## src/rtl/evt_xfer_sched.sv

```systemverilog
// evt_xfer_sched: round-robin scheduler loading one shared register from three event sources.
// Optional EVT_XFER_SCHED_STAMP_EN adds a free-running cycle counter captured into stamp per grant.
module evt_xfer_sched #(
  parameter int WIDTH = 8,
  parameter int HOLD = 2,
  parameter int CNT_W = 3
) (
  input logic clk,
  input logic rst,
  input logic enable,
  input logic trig,
  input logic ev_a,
  input logic ev_b,
  input logic [WIDTH-1:0] din_a,
  input logic [WIDTH-1:0] din_b,
  output logic [WIDTH-1:0] dout,
  output logic load,
  output logic [1:0] src,
  output logic busy,
  output logic overflow
`ifdef EVT_XFER_SCHED_STAMP_EN
  ,
  output logic [15:0] stamp
`endif
);
  localparam int HW = HOLD > 0 ? $clog2(HOLD + 1) : 1;
  typedef enum logic {S_IDLE, S_HOLD} state_t;
  state_t state, state_nxt;
  logic [HW-1:0] hold_cnt;
  logic [1:0] rr_last, sel;
  logic ev_a_q, ev_b_q, trig_q;
  logic [CNT_W-1:0] pend [3];
  logic [2:0] inc, req, sat, gnt;
  logic gnt_en;
  assign inc = {enable & (trig ^ trig_q), ev_b & ~ev_b_q, ev_a & ~ev_a_q};
  always_ff @(posedge clk)
    if (rst) state <= S_IDLE;
    else state <= state_nxt;
  always_comb
    state_nxt = state == S_IDLE ? (gnt_en && HOLD > 0 ? S_HOLD : S_IDLE)
                                : (hold_cnt == HW'(1) ? S_IDLE : S_HOLD);
  // Fallback to rr_last is only reached when it is the sole requester.
  always_comb begin
    for (int i = 0; i < 3; i++) begin
      req[i] = pend[i] != '0;
      sat[i] = &pend[i];
    end
    gnt_en = state == S_IDLE && |req;
    sel = rr_last == 2'd0 ? (req[1] ? 2'd1 : req[2] ? 2'd2 : 2'd0) :
          rr_last == 2'd1 ? (req[2] ? 2'd2 : req[0] ? 2'd0 : 2'd1) :
                            (req[0] ? 2'd0 : req[1] ? 2'd1 : 2'd2);
    gnt = gnt_en ? 3'b001 << sel : 3'b000;
  end
  always_ff @(posedge clk)
    for (int i = 0; i < 3; i++)
      if (rst) pend[i] <= '0;
      else if (inc[i] && !gnt[i] && !sat[i]) pend[i] <= pend[i] + 1'b1;
      else if (gnt[i] && !inc[i]) pend[i] <= pend[i] - 1'b1;
  always_ff @(posedge clk)
    if (rst) begin
      dout <= '0;
      load <= 1'b0;
      src <= 2'd0;
      busy <= 1'b0;
      overflow <= 1'b0;
      hold_cnt <= '0;
      rr_last <= 2'd2;
      {ev_a_q, ev_b_q, trig_q} <= 3'b000;
    end else begin
      {ev_a_q, ev_b_q, trig_q} <= {ev_a, ev_b, trig};
      overflow <= overflow | |(inc & ~gnt & sat);
      load <= gnt_en;
      if (gnt_en) begin
        dout <= sel == 2'd0 ? din_a : din_b;
        src <= sel;
        rr_last <= sel;
        hold_cnt <= HW'(HOLD);
        busy <= HOLD > 0;
      end else if (state == S_HOLD) begin
        hold_cnt <= hold_cnt - 1'b1;
        busy <= hold_cnt != HW'(1);
      end
    end
`ifdef EVT_XFER_SCHED_STAMP_EN
  logic [15:0] cyc;
  always_ff @(posedge clk)
    if (rst) begin
      cyc <= '0;
      stamp <= '0;
    end else begin
      cyc <= cyc + 1'b1;
      if (gnt_en) stamp <= cyc;
    end
`endif
endmodule

```

## config.mk

```make
export PLATFORM = sky130hd
export DESIGN_NAME = evt_xfer_sched
export DESIGN_NICKNAME = d
export VERILOG_FILES = /design/src/rtl/evt_xfer_sched.sv
export SDC_FILE = /design/constraint.sdc
export NUM_CORES = 1
export LEC_CHECK = 0
export CELL_PAD_IN_SITES_DETAIL_PLACEMENT = 1
export CELL_PAD_IN_SITES_GLOBAL_PLACEMENT = 1
export CORE_ASPECT_RATIO = 1.1
export CORE_UTILIZATION = 30
export DETAILED_ROUTE_END_ITERATION = 7
export PLACE_DENSITY_LB_ADDON = 0.25
export RECOVER_POWER = 100
export SYNTH_ARGS = -nofsm -noshare
export SYNTH_HDL_FRONTEND = slang
export SYNTH_SLANG_ARGS = --single-unit
```

## constraint.sdc

```tcl
create_clock -name clk -period 3.15 [get_ports clk]
set_clock_uncertainty 0.1 [all_clocks]
set_input_delay 0.315 -clock clk [delete_from_list [all_inputs] [get_ports clk]]
set_output_delay 0.315 -clock clk [all_outputs]
set_load 0.02 [all_outputs]
```

==> impl_metrics.json, run 1 <==
{
  "totalWireLength_mm": 4.530,
  "synth_cell_types": 45,
  "area_growth_pct": 30.76,
  "placedCellCount": 278,
  "synth-edff-count": 9,
  "status": "complete, no violations",
  "crit_fanout": 5,
  "holdPathStages": 2,
  "grt_pass1_vias": 1578,
  "cts_tree": "built",
  "ant_nets": 0,
  "die_h_um": 80.20,
  "synth_top_area_cell": "dfxtp_1",
  "clkTransAtPathRegs_ns": 0.07,
  "r2r_cells": 10,
  "critical_path_depth": 10,
  "num_io_pins": 35,
  "firstDrtPassIters": 4,
  "crit_type": "reg2reg",
  "hold_viol_final": 0,
  "maxSlewHeadroom_pct": 4.181,
  "clkSinkCount": 29,
  "synthArstFlopShare_pct": 0,
  "grt_max_degree": 36,
  "ctsHoldBuffers": 0,
  "final_cells": 286,
  "period_needed_ns": 2.935,
  "drc": 0,
  "powerDensity_nw_per_um2": 667.6,
  "worst_pin_slew_ns": 1.437,
  "syn_area_per_cell_um2": 9.423,
  "crit_arrival_ns": 2.97,
  "setup_viol": 0,
  "rrSetupSlack_ns": 0.22,
  "crit_family": "simple AND/OR/NAND/NOR gates",
  "tns_ns": 0,
  "post-cts-setup-buffers": 0,
  "ys_seq_area_share_pct": 40.21,
  "ys_ff_latch": 29,
  "gp_routability_congestion": 0.7500,
  "wl_per_cell_um": 15.84,
  "htree_levels": 2,
  "track_usage_pct": 17.20,
  "cp.required_ns": 3.18,
  "cap_viol_max_count": 0,
  "coreArea_um2": 5360,
  "fin_nets": 242,
  "grt_pass1_wl_mm": 7.562,
  "io_buffers": 34,
  "fillers": 604,
  "crit_chain": "inv_1 -> ha_1 -> nand4bb_1 -> a221oi_2 -> nand3_2 -> or2_1 -> fa_1 -> xor2_1 -> or3_1 -> o22ai_1",
  "die_x_um": 73.09,
  "grt-ovfl-total": 0,
  "setup_slack_ns": 0.2152,
  "worstPathBufferInverterCount": 1,
  "peakVddDrop_v": 0.0003614,
  "period_share_pct": 93.17,
  "die-area_um2": 5862,
  "slowest_delay_ns": 0.42,
  "viasPerCell": 5.245,
  "row_count": 28,
  "worstHoldPathType": "reg2reg",
  "synth_fp_nets": 209,
  "antenna_found_initial": 0,
  "clock_path_buffers": 2,
  "worstSkewPairLatency_ns": 0.28,
  "synth_cells": 177,
  "endpoint_kind": "register",
  "rsz0062_at_grt": "false",
  "utilization_pct": 40.69,
  "cts-buffers-inserted": 5,
  "via_count": 1500,
  "synth_top_area_share_pct": 24.01,
  "synth_flop_cell": "dfxtp_1",
  "p_leak_nw": 0.8233,
  "layout-drive-gt1-share_pct": 7.583,
  "max_freq_ghz": 0.3407,
  "synth_area_um2": 1668,
  "yosys_warnings": 0,
  "crit_path_start_kind": "register",
  "hpwl_mm": 3.470,
  "synth_area_leaders": "dfxtp_1 24%, edfxtp_1 16%, ha_1 6.8%",
  "cts-root-buf": "clkbuf_8",
  "initial_core_util_pct": 31.12,
  "antenna_cells": 0,
  "drt_iter0_drc": 42,
  "drv_slew": 0,
  "crit_slowest_cell": "edfxtp_1",
  "preCtsSetupSlack_ns": 0.07557
}
## state kept, by name (all words and copies together), names as in the netlist
name,flops
busy,1
dout,8
ev_a_q,1
ev_b_q,1
hold_cnt,2
load,1
overflow,1
pend,9
rr_last,1
src,2
state,1
trig_q,1
## per-layer routing
layer | vias up | routed length (um) | global-route usage [%]
met4 | 0 | 67 | 5.882
met5 | - | 0 | 0
met1 | 732 | 1815 | 17.57
li1 | 723 | - | -
met2 | 37 | 2458 | 33.24
met3 | 8 | 189 | 4.266
## final cells by class
cell class              instances  area, um^2  share of cell area [%]
multi-input cells             125       899.6                   41.25
repair buffers                 37       355.3                   16.29
clock buffers                   7       86.33                   3.959
clock inverters                 1       30.03                   1.377
well taps                      75       93.84                   4.303
inverters                      12       45.04                   2.065
flip-flops and latches         29       670.6                   30.75
## worst reg2reg max path, delay by kind of cell (launching register included)
family / cells / cell delay, ns
fa+ha+maj: 2 / 0.60
xor+xnor: 1 / 0.16
compound gates: 2 / 0.47
simple gates: 4 / 0.94
buf+inv: 1 / 0.11
flops: 1 / 0.42
## power by group
| group | total (mW) | internal [mW] | switching (mW) |
|---|---|---|---|
| registers | 0.519 | 0.461 | 0.0582 |
| clock network | 0.403 | 0.258 | 0.145 |
| logic | 0.534 | 0.215 | 0.319 |
| total | 1.46 | 0.933 | 0.522 |
## cells in the mapped netlist (4+ instances only)
| library cell | count |
|---|---|
| nor2b_1 | 4 |
| a21oi_1 | 4 |
| nor2_1 | 12 |
| a311oi_1 | 8 |
| nand3b_1 | 5 |
| clkbuf_1 | 6 |
| a211oi_1 | 5 |
| dfxtp_1 | 20 |
| nand3_1 | 10 |
| inv_1 | 12 |
| nand2_1 | 5 |
| nand2b_1 | 7 |
| o21ai_0 | 11 |
| edfxtp_1 | 9 |
| ha_1 | 9 |
## final timing paths
| path | start | endpoint |
|---|---|---|
| max | pend[1][0]$_DFFE_PP_ | pend[2][2]$_SDFFCE_PN0P_ |
| min | busy$_SDFFE_PP0P_ | busy$_SDFFE_PP0P_ |
| max reg2reg | pend[1][0]$_DFFE_PP_ | pend[2][2]$_SDFFCE_PN0P_ |
| min reg2reg | busy$_SDFFE_PP0P_ | busy$_SDFFE_PP0P_ |
## through the flow
stage / hold WS [ns] / total power, mW / instance area, um^2
floorplan: 0.3432 / 0.8832 / 1668
global placement: 0.3479 / 1.038 / 2063
detailed placement: 0.3694 / 1.065 / 2063
CTS: 0.3815 / 1.478 / 2180
global route: 0.3963 / 1.553 / 2181
finish: 0.3731 / 1.456 / 2181
## logic make-up after synthesis
logic type      share of synthesized area [%]
buf+inv                                 6.376
simple gates                            20.18
fa+ha+maj                               7.952
flops                                   40.21
compound gates                          22.66
xor+xnor                                2.626
## placed cells by master, fill, tap and decap left out, types with 2 or more instances in the layout
cell,netlist,layout
a211oi_1,5,5
or3_1,3,3
nand2b_1,7,6
or2_2,2,2
inv_1,12,12
a211o_1,2,2
a311oi_1,8,8
xor2_1,3,3
a31oi_1,3,3
nand2_1,5,5
clkbuf_1,6,3
nand3_1,10,9
o211ai_1,3,4
nor2b_1,4,4
dlygate4sd3_1,0,14
o22ai_1,2,2
o21a_1,2,2
nor3_1,3,3
ha_1,9,9
o21ai_0,11,11
a221oi_1,3,2
xnor2_1,2,2
clkdlybuf4s50_1,0,20
edfxtp_1,9,9
clkbuf_8,0,6
a21oi_1,4,4
dfxtp_1,20,20
nor2_1,12,12
nand3b_1,5,5
## timing repair
action | in CTS | in global routing
hold endpoints to repair | 0 | 0
resized for setup | 0 | 3
endpoints found under the setup margin | 0 | 1
(Power assumes the default switching activity.)
==> inputs of run 2 (changes only) <==
--- a/config.mk
+++ b/config.mk
@@ -5,6 +5,7 @@
 export SDC_FILE = /design/constraint.sdc
 export NUM_CORES = 1
 export LEC_CHECK = 0
+export CAP_MARGIN = 20
 export CELL_PAD_IN_SITES_DETAIL_PLACEMENT = 1
 export CELL_PAD_IN_SITES_GLOBAL_PLACEMENT = 1
 export CORE_ASPECT_RATIO = 1.1
==> results of run 2 <==
Same layout as run 1: the final DEF is identical, and so are final timing and power.
